File: config.mk
export PLATFORM = sky130hd
export DESIGN_NAME = deadlock_report_collector_flat
export DESIGN_NICKNAME = d
export VERILOG_FILES = /design/src/rtl/deadlock_report_collector_if.sv /design/src/rtl/deadlock_report_collector.sv /design/src/flat_wrapper.sv
export SDC_FILE = /design/constraint.sdc
export NUM_CORES = 1
export LEC_CHECK = 0
export ABC_AREA = 1
export CORE_AREA = 2 2 108 110
export CTS_CLUSTER_SIZE = 24
export DETAILED_ROUTE_END_ITERATION = 6
export DIE_AREA = 0 0 110 112
export GPL_ROUTABILITY_DRIVEN = 0
export PLACE_DENSITY = 0.76
export SLEW_MARGIN = 20
export SYNTH_ARGS = -nofsm -noshare
export SYNTH_HDL_FRONTEND = slang
export SYNTH_SLANG_ARGS = --single-unit
File: constraint.sdc
create_clock -name clock -period 1.4 [get_ports clock]
set_input_delay 0.14 -clock clock [delete_from_list [all_inputs] [get_ports clock]]
set_output_delay 0.14 -clock clock [all_outputs]
set_load 0.005 [all_outputs]
File: src/rtl/deadlock_report_collector_if.sv
// Report stream between the deadlock collector and the debug/host path.
interface deadlock_report_collector_if;
  logic        rpt_valid;
  logic        rpt_ready;
  logic [31:0] rpt_data;
  logic        rpt_last;

  modport master (output rpt_valid, output rpt_data, output rpt_last, input rpt_ready);
  modport slave  (input rpt_valid, input rpt_data, input rpt_last, output rpt_ready);
endinterface

File: src/rtl/deadlock_report_collector.sv
// Debounces the per-region deadlock monitor block flags. Once a block condition has
// persisted long enough, it snapshots the raw status vectors and emits a 4-word report.
//
// state     | meaning
// S_IDLE    | waiting for any monitor block flag
// S_CONFIRM | counting consecutive cycles with any block flag high
// S_CAPTURE | one cycle: snapshot status, timestamp and lowest monitor index
// S_SEND    | streaming beats 0..3 of the report
// S_HOLD    | report done, waiting for clear to rearm
module deadlock_report_collector #(
  parameter int NUM_MON        = 4,
  parameter int CONFIRM_CYCLES = 16,
  parameter int AXIS_W         = 8,
  parameter int IDLE_W         = 19,
  parameter int BLOCK_W        = 11
) (
  input  logic                              clock,
  input  logic                              reset,
  input  logic [NUM_MON-1:0]                i_mon_block,
  input  logic [AXIS_W-1:0]                 i_axis_block_sigs,
  input  logic [IDLE_W-1:0]                 i_inst_idle_sigs,
  input  logic [BLOCK_W-1:0]                i_inst_block_sigs,
  input  logic                              i_clear,
  deadlock_report_collector_if.master       rpt,
  output logic                              o_deadlock_flag,
  output logic [4:0]                        o_deadlock_idx,
  output logic [7:0]                        o_glitch_cnt
);

  typedef enum logic [2:0] {S_IDLE, S_CONFIRM, S_CAPTURE, S_SEND, S_HOLD} state_t;

  localparam logic [15:0] CONFIRM_LAST = 16'(CONFIRM_CYCLES - 1);

  state_t               r_state, w_state_nxt;
  logic [15:0]          r_cnt, w_cnt_nxt;
  logic [1:0]           r_beat, w_beat_nxt;
  // Only the low half of the free-running timestamp ever reaches the report.
  logic [15:0]          r_ts;
  logic [AXIS_W-1:0]    r_snap_axis, w_snap_axis_nxt;
  logic [IDLE_W-1:0]    r_snap_idle, w_snap_idle_nxt;
  logic [BLOCK_W-1:0]   r_snap_blk, w_snap_blk_nxt;
  logic                 r_valid, w_valid_nxt;
  logic                 r_last, w_last_nxt;
  logic [31:0]          r_data, w_data_nxt;
  logic                 r_flag, w_flag_nxt;
  logic [4:0]           r_idx, w_idx_nxt;
  logic [7:0]           r_glitch, w_glitch_nxt;
  logic                 w_any_blk;
  logic                 w_xfer;
  logic [4:0]           w_low_idx;

  assign w_any_blk = |i_mon_block;
  assign w_xfer    = r_valid & rpt.rpt_ready;

  // Lowest-index monitor currently asserting block (0 if none).
  always_comb begin
    w_low_idx = '0;
    for (int i = NUM_MON - 1; i >= 0; i--) begin
      if (i_mon_block[i]) w_low_idx = 5'(i);
    end
  end

  // Free-running cycle timestamp; only reset clears it.
  always_ff @(posedge clock) begin
    if (reset) r_ts <= '0;
    else       r_ts <= r_ts + 16'd1;
  end

  // State and datapath registers.
  always_ff @(posedge clock) begin
    if (reset) begin
      r_state     <= S_IDLE;
      r_cnt       <= '0;
      r_beat      <= '0;
      r_snap_axis <= '0;
      r_snap_idle <= '0;
      r_snap_blk  <= '0;
      r_valid     <= 1'b0;
      r_last      <= 1'b0;
      r_data      <= '0;
      r_flag      <= 1'b0;
      r_idx       <= '0;
      r_glitch    <= '0;
    end else begin
      r_state     <= w_state_nxt;
      r_cnt       <= w_cnt_nxt;
      r_beat      <= w_beat_nxt;
      r_snap_axis <= w_snap_axis_nxt;
      r_snap_idle <= w_snap_idle_nxt;
      r_snap_blk  <= w_snap_blk_nxt;
      r_valid     <= w_valid_nxt;
      r_last      <= w_last_nxt;
      r_data      <= w_data_nxt;
      r_flag      <= w_flag_nxt;
      r_idx       <= w_idx_nxt;
      r_glitch    <= w_glitch_nxt;
    end
  end

  // Next-state decode; clear only matters in CONFIRM and HOLD.
  always_comb begin
    w_state_nxt = r_state;
    case (r_state)
      S_IDLE:    if (w_any_blk) w_state_nxt = S_CONFIRM;
      S_CONFIRM: begin
        if (i_clear || !w_any_blk)   w_state_nxt = S_IDLE;
        else if (r_cnt == CONFIRM_LAST) w_state_nxt = S_CAPTURE;
      end
      S_CAPTURE: w_state_nxt = S_SEND;
      S_SEND:    if (w_xfer && r_beat == 2'd3) w_state_nxt = S_HOLD;
      S_HOLD:    if (i_clear) w_state_nxt = S_IDLE;
      default:   w_state_nxt = S_IDLE;
    endcase
  end

  // Next values of counters, snapshots and the registered outputs.
  always_comb begin
    w_cnt_nxt       = r_cnt;
    w_beat_nxt      = r_beat;
    w_snap_axis_nxt = r_snap_axis;
    w_snap_idle_nxt = r_snap_idle;
    w_snap_blk_nxt  = r_snap_blk;
    w_valid_nxt     = r_valid;
    w_last_nxt      = r_last;
    w_data_nxt      = r_data;
    w_flag_nxt      = r_flag;
    w_idx_nxt       = r_idx;
    w_glitch_nxt    = r_glitch;
    case (r_state)
      S_IDLE: if (w_any_blk) w_cnt_nxt = 16'd1;
      S_CONFIRM: begin
        if (i_clear) begin
          w_cnt_nxt = '0;
        end else if (!w_any_blk) begin
          w_cnt_nxt = '0;
          if (r_glitch != 8'hFF) w_glitch_nxt = r_glitch + 8'd1;
        end else if (r_cnt != CONFIRM_LAST) begin
          w_cnt_nxt = r_cnt + 16'd1;
        end
      end
      S_CAPTURE: begin
        w_cnt_nxt       = '0;
        w_beat_nxt      = '0;
        w_snap_axis_nxt = i_axis_block_sigs;
        w_snap_idle_nxt = i_inst_idle_sigs;
        w_snap_blk_nxt  = i_inst_block_sigs;
        w_idx_nxt       = w_low_idx;
        w_flag_nxt      = 1'b1;
        w_valid_nxt     = 1'b1;
        w_last_nxt      = 1'b0;
        w_data_nxt      = {8'hDA, 3'b000, w_low_idx, r_ts};
      end
      S_SEND: begin
        if (w_xfer) begin
          w_beat_nxt = r_beat + 2'd1;
          case (r_beat)
            2'd0: w_data_nxt = 32'(r_snap_idle);
            2'd1: w_data_nxt = 32'(r_snap_blk);
            2'd2: begin
              w_data_nxt = 32'(r_snap_axis);
              w_last_nxt = 1'b1;
            end
            default: begin
              w_data_nxt  = '0;
              w_last_nxt  = 1'b0;
              w_valid_nxt = 1'b0;
            end
          endcase
        end
      end
      S_HOLD: if (i_clear) w_flag_nxt = 1'b0;
      default: ;
    endcase
  end

  assign rpt.rpt_valid   = r_valid;
  assign rpt.rpt_data    = r_data;
  assign rpt.rpt_last    = r_last;
  assign o_deadlock_flag = r_flag;
  assign o_deadlock_idx  = r_idx;
  assign o_glitch_cnt    = r_glitch;

endmodule

File: src/flat_wrapper.sv
// flat-port wrapper written by rule: the top's interface ports become plain ports
module deadlock_report_collector_flat 
#(
  parameter int NUM_MON        = 4,
  parameter int CONFIRM_CYCLES = 16,
  parameter int AXIS_W         = 8,
  parameter int IDLE_W         = 19,
  parameter int BLOCK_W        = 11
)
  (clock, reset, i_mon_block, i_axis_block_sigs, i_inst_idle_sigs, i_inst_block_sigs, i_clear, o_deadlock_flag, o_deadlock_idx, o_glitch_cnt, rpt_rpt_valid, rpt_rpt_data, rpt_rpt_last, rpt_rpt_ready);
  deadlock_report_collector_if rpt_i ();
  input  logic clock;
  input  logic reset;
  input  logic [NUM_MON-1:0] i_mon_block;
  input  logic [AXIS_W-1:0] i_axis_block_sigs;
  input  logic [IDLE_W-1:0] i_inst_idle_sigs;
  input  logic [BLOCK_W-1:0] i_inst_block_sigs;
  input  logic i_clear;
  output logic o_deadlock_flag;
  output logic [4:0] o_deadlock_idx;
  output logic [7:0] o_glitch_cnt;
  output wire logic [$bits(rpt_i.rpt_valid)-1:0] rpt_rpt_valid;
  output wire logic [$bits(rpt_i.rpt_data)-1:0] rpt_rpt_data;
  output wire logic [$bits(rpt_i.rpt_last)-1:0] rpt_rpt_last;
  input wire logic [$bits(rpt_i.rpt_ready)-1:0] rpt_rpt_ready;
  assign rpt_rpt_valid = rpt_i.rpt_valid;
  assign rpt_rpt_data = rpt_i.rpt_data;
  assign rpt_rpt_last = rpt_i.rpt_last;
  assign rpt_i.rpt_ready = rpt_rpt_ready;
  deadlock_report_collector #(.NUM_MON(NUM_MON), .CONFIRM_CYCLES(CONFIRM_CYCLES), .AXIS_W(AXIS_W), .IDLE_W(IDLE_W), .BLOCK_W(BLOCK_W)) u_core (.clock(clock), .reset(reset), .i_mon_block(i_mon_block), .i_axis_block_sigs(i_axis_block_sigs), .i_inst_idle_sigs(i_inst_idle_sigs), .i_inst_block_sigs(i_inst_block_sigs), .i_clear(i_clear), .rpt(rpt_i), .o_deadlock_flag(o_deadlock_flag), .o_deadlock_idx(o_deadlock_idx), .o_glitch_cnt(o_glitch_cnt));
endmodule
# Word-level counts from Yosys, hierarchy flattened
# Index checks and enable logic that the tools add are counted.
word_totals:
  inputBits: 46
  reg_bits: 123
classes:
  eq_ne: 18
  bitwise: 3
  mux: 28
  n_reduce_logical: 18
  add_sub_neg: 4
ops:
  columns: ["op", "n"]
  rows:
  - ["two-way mux 16 bit", 4]
  - ["one-hot mux 32 bit (2 select lines)", 1]
  - ["one-hot mux 19 bit (3 select lines)", 1]
  - ["one-hot mux 16 bit (3 select lines)", 1]
  - ["adder 16 x 1 -> 16 bit (second input constant)", 2]
  - ["two-way mux 32 bit", 1]
  - ["equality test 16 x 4 -> 1 bit (second input constant)", 1]
  - ["!= test 16 x 4 -> 1 bit (second input constant)", 1]
  - ["two-way mux 3 bit", 5]
  - ["one-hot mux 3 bit (5 select lines)", 1]
  - ["two-way mux 2 bit", 5]
  - ["AND reduction 3 bit", 3]
  - ["adder 8 x 1 -> 8 bit (second input constant)", 1]
  - ["!= test 8 bit (second input constant)", 1]
  - ["one-hot mux 1 bit (2 select lines)", 4]
  - ["AND reduction 4 bit", 2]
  - ["equality test 3 x 2 -> 1 bit (second input constant)", 2]
  - ["!= test 2 x 1 -> 1 bit (second input constant)", 3]
  - ["!= test 2 bit (second input constant)", 3]
  - ["equality test 2 bit (second input constant)", 2]
  - ["two-way mux 1 bit", 4]
  - ["!= test 4 bit (second input constant)", 1]
  - ["one-hot mux 2 bit (2 select lines)", 1]
  - ["AND reduction 2 bit", 2]
  - ["other kinds (17)", 19]

# Longest topological paths before layout
logic_depth:
  depth_word: 5
  depth_mapped: 10
  mapped_depth_nobuf: 10

# Least setup slack after synthesis
# No wires, ideal clock.
synth_timing:
  kind: "reg2reg"
  startpoint: "register u_core.r_cnt[0]"
  endpoint: "register u_core.r_cnt[5]"
  period_less_slack_ns: 1.409
  n_path_buf: 1
  required_time_ns: 1.287
  arrival_time_ns: 1.296
  path_slack_ns: -0.009
  path_stages_with_launch: 10
  cell_sequence: "dfxtp_1 ha_1 nand3_1 nor2_1 nand3_4 buf_6 nand3_1 nand2_1 nand2_1 nor2_1"
synth_via:
  elab_chain_cells: 5
  word_cells_on_any_way: 8
synth_lines:
  columns: ["item", "line_no", "text"]
  rows:
  - ["from (decl)", "deadlock_report_collector.sv:35", "logic [15:0] r_cnt, w_cnt_nxt;"]
  - ["from (signal assigned)", "deadlock_report_collector.sv:86", "r_cnt <= w_cnt_nxt;"]
  - ["adder 16 x 1 -> 16 bit", "deadlock_report_collector.sv:138", "w_cnt_nxt = r_cnt + 16'd1;"]
  - ["two-way mux 16 bit", "deadlock_report_collector.sv:137", "end else if (r_cnt != CONFIRM_LAST) begin"]
  - ["two-way mux 16 bit", "deadlock_report_collector.sv:134", "end else if (!w_any_blk) begin"]
  - ["two-way mux 16 bit", "deadlock_report_collector.sv:132", "if (i_clear) begin"]
  - ["one-hot mux 16 bit (3 select lines)", "deadlock_report_collector.sv:129", "case (r_state)"]
# Several ways; a longest one is shown, not always the timed one. The select of a mux whose other input is x is not followed.
# A chain may end at the register's enable or synchronous reset.

# Worst setup path after layout
layout_timing:
  startpoint: "register u_core.r_state[2]"
  endpoint: "register u_core.r_cnt[13]"
layout_via:
  elab_chain_cells: 3
  word_cells_on_any_way: 8
layout_lines:
  columns: ["item", "line_no", "text"]
  rows:
  - ["from (decl)", "deadlock_report_collector.sv:34", "state_t r_state, w_state_nxt;"]
  - ["from (signal assigned)", "deadlock_report_collector.sv:85", "r_state <= w_state_nxt;"]
  - ["equality test 3 x 1 -> 1 bit (tied with other cells)", "deadlock_report_collector.sv:129", null]
  - ["!= test 4 bit (no source line) (tied with other cells)", null, null]
  - ["AND reduction 3 bit (no source line)", null, null]
# Several ways; a longest one is shown, not always the timed one.

==> impl_metrics.yaml <==
critical_path:
  critPathMostFrequentCell: "buf_6"
  required_ns: 1.66
  rrSetupSlack_ns: -0.21
  crit_path_end_kind: "flip-flop"
  worstPathCellList: "buf_6, buf_6, nor2_4, nand2_4, nor2_8, nand3_4, buf_4, nand3_2, nand2_1, inv_1, nor2_1"
  cpPeakStageDelay_ns: 0.34
  r2r-start: "u_core.r_state[2]$_SDFFE_PP0P_"
  critPathArrivalTime_ns: 1.87
  regToRegEndpoint: "u_core.r_cnt[13]$_SDFFE_PP0P_"
  endpoint: "u_core.r_cnt[13]$_SDFFE_PP0P_"
  reg2reg_depth: 11
  startpoint: "u_core.r_state[2]$_SDFFE_PP0P_"
  worst-path-max-fanout: 8
  path_class: "reg -> reg"
  critPathLaunchType: "flip-flop"
  slowest_stage: "dfxtp_2"
floorplan:
  die_w_microns: 110
  placementRows: 39
  dieArea_sq_um: 12300
  die_h_microns: 112
  core_sq_um: 11200
  initial_utilization_pct: 47.1
  num_io_pins: 94
detailed_routing:
  dr.pass1.iters: 5
  via_per_inst: 5.20
  drt_iter0_drc: 456
  drt-total-wl_microns: 15100
  vias: 5559
  wl_per_cell_microns: 14.1
  route.antenna.remaining_nets: 0
  drc: 0
global_routing:
  grt_pass1_vias: 4924
  antenna_found_initial: 0
  grt_use_total_pct: 23.3
  grt_max_degree: 58
  grt.overflow.total: 0
  grt_pass1_wl_microns: 22900
finish:
  areaGrowthSynthToFinish_pct: 45.7
  diodes: 0
  stdcell_area_sq_um: 7670
  fillCellCount: 874
  fin_util_pct: 68.6
  drive_above_1_share_pct: 25.6
  nNetsFinal: 975
synthesis:
  synth-edff-count: 0
  synthTopCellsByCount: "nor2_1, nand2_1, dfxtp_1, inv_1, o21ai_0"
  synth-seq-cells: 108
  synth_area_leaders: "dfxtp_1, nor2_1, nand2_1"
  yosysMostFrequentCell: "nor2_1"
  yosys.area.top_type_share_pct: 41.1
  yosys.area.top_type: "dfxtp_1"
  netlist_area_sq_um: 5260
  synth_warnings: 0
  netlist_instances: 773
  async_flop_share_pct: 0
  synth_cell_type_count: 35
  synth-main-ff-cell: "dfxtp_1"
  avgSynthCellArea_sq_um: 6.81
  ys_seq_area_share_pct: 41.1
placement:
  dp_hpwl_microns: 9480
  numPortBuffers: 82
  dpl-instance-area_sq_um: 6600
timing:
  tightest_slew_ns: 0.520
  post-route-period-util_pct: 115
  hold_viol: 0
  finalMaxSlewViolations: 0
  relSlewSlack_pct: 65.3
  setup_viol: 45
  setup_slack_ns: -0.211
  fmax_mhz: 621
  post-route-min-period_ns: 1.61
  skew_ns: 0.00852
  rsz0062_at_grt: "yes"
cts:
  clock-sinks: 108
  clock_path_buffers: 2
  clock_latency_ns: 0.36
  clk_pin_slew_worst_paths_ns: 0.08
  h-tree-depth: 3
  cts_root_buf: "clkbuf_16"
  cts_tree: "done"
  cts_buffers: 9
outcome:
  status: "complete, but fails checks"
  violations: "negative setup slack"
pwr:
  peakVddDrop_mv: 1.14
  p_per_area_nw_per_um2: 1290
  p_total_uw: 9870
  p_leak_uw: 0.00318
run:
  max_cap_violations: 0
min_path:
  hp-class: "in -> reg"
==> cell type report <==
cell class	count	area (sq um)	share of cell area [%]
clock buffers	9	225	2.94
repair buffers	171	1640	21.3
inverters	68	260	3.39
multi-input cells	563	3090	40.3
flip-flops and latches	108	2200	28.7
clock inverters	7	75.1	0.979
well taps	143	179	2.33
==> registers in the layout, summed over array words and instances (netlist names), 2 cells and up <==
| signal | count |
|---|---|
| u_core.rpt.rpt_data | 20 |
| u_core.r_snap_blk | 11 |
| u_core.r_snap_idle | 19 |
| u_core.r_beat | 2 |
| u_core.r_ts | 16 |
| u_core.o_deadlock_idx | 2 |
| u_core.o_glitch_cnt | 8 |
| u_core.r_state | 3 |
| u_core.r_cnt | 16 |
| u_core.r_snap_axis | 8 |
==> power breakdown <==
part | total [uW] | internal [uW] | switching (uW)
Sequential | 3830 | 3540 | 291
Combinational | 3420 | 1550 | 1870
Clock | 2610 | 1280 | 1330
==> cell usage in the layout, fill, tap and decap left out, drive strengths merged, types with 3 or more instances in the layout <==
cell type,count
o211ai,3
nand2,158
clkdlybuf4s50,70
dfxtp,108
clkbuf,10
conb,11
dlygate4sd2,6
buf,88
a21oi,50
nand4,15
dlymetal6s2s,6
a22o,3
nand3,50
inv,73
a31oi,3
nor3,14
o21ai,73
nor2,167
ha,8
==> through the flow <==
stage / hold slack, ns / instances / setup slack, ns / TNS [ns]
6_report: 0.377 / 1069 / -0.211 / -6.03
5_1_grt: 0.415 / 1069 / -0.266 / -8.99
4_1_cts: 0.375 / 1058 / -0.176 / -4.26
3_5_place_dp: 0.454 / 1031 / -0.519 / -16.72
3_3_place_gp: 0.445 / 1031 / -0.475 / -15.51
2_1_floorplan: 0.288 / 783 / 0.0285 / 0
==> worst max-delay path, delay by kind of cell (launching register included) <==
family	cells	cell delay (ns)
and+or+nand+nor	7	0.69
DFF	1	0.34
buffers and inverters	4	0.50
==> worst min-delay path by stage <==
stage,start,end,slack [ns],cells past startpoint
finish,i_inst_idle_sigs[15],u_core.r_snap_idle[15]$_SDFFE_PP0N_,0.38,3
global route,i_inst_idle_sigs[15],u_core.r_snap_idle[15]$_SDFFE_PP0N_,0.41,3
CTS,i_inst_idle_sigs[15],u_core.r_snap_idle[15]$_SDFFE_PP0N_,0.37,3
detailed placement,u_core.r_ts[15]$_SDFF_PP0_,u_core.r_ts[15]$_SDFF_PP0_,0.45,2
global placement,u_core.r_ts[15]$_SDFF_PP0_,u_core.r_ts[15]$_SDFF_PP0_,0.45,2
floorplan,i_inst_block_sigs[1],u_core.r_snap_blk[1]$_SDFFE_PP0N_,0.29,2
==> repair_timing <==
action	CTS	global route
setup buffers	8	11
hold buffers	0	0
setup endpoints to repair	68	70
gates cloned	3	2
pin swaps	30	38
hold endpoints to repair	0	0
resized for setup	93	88
==> logic make-up (layout without fill, tap and decap cells) <==
group                    after synthesis  after routing  synth area share (%)
AND/OR/NAND/NOR                      404            407                  32.9
AO/OA/AOI/OAI                        135            135                  13.6
buffers and inverters                115            255                  10.1
flip-flops                           108            108                  41.1
adder cells (fa/ha/maj)                8              8                  1.90
XOR/XNOR                               2              2                 0.333
other                                  1             11                0.0712
==> layer usage <==
metal  track usage [%]  vias to the layer above  share of wire, %
met5                 0                        -                 0
li1                  -                     2776                 -
met2              38.3                      184                49
met4              7.59                        0               2.2
met1              29.9                     2571                43
met3              5.33                       28               5.3
Power figures use the tool's default switching activity.
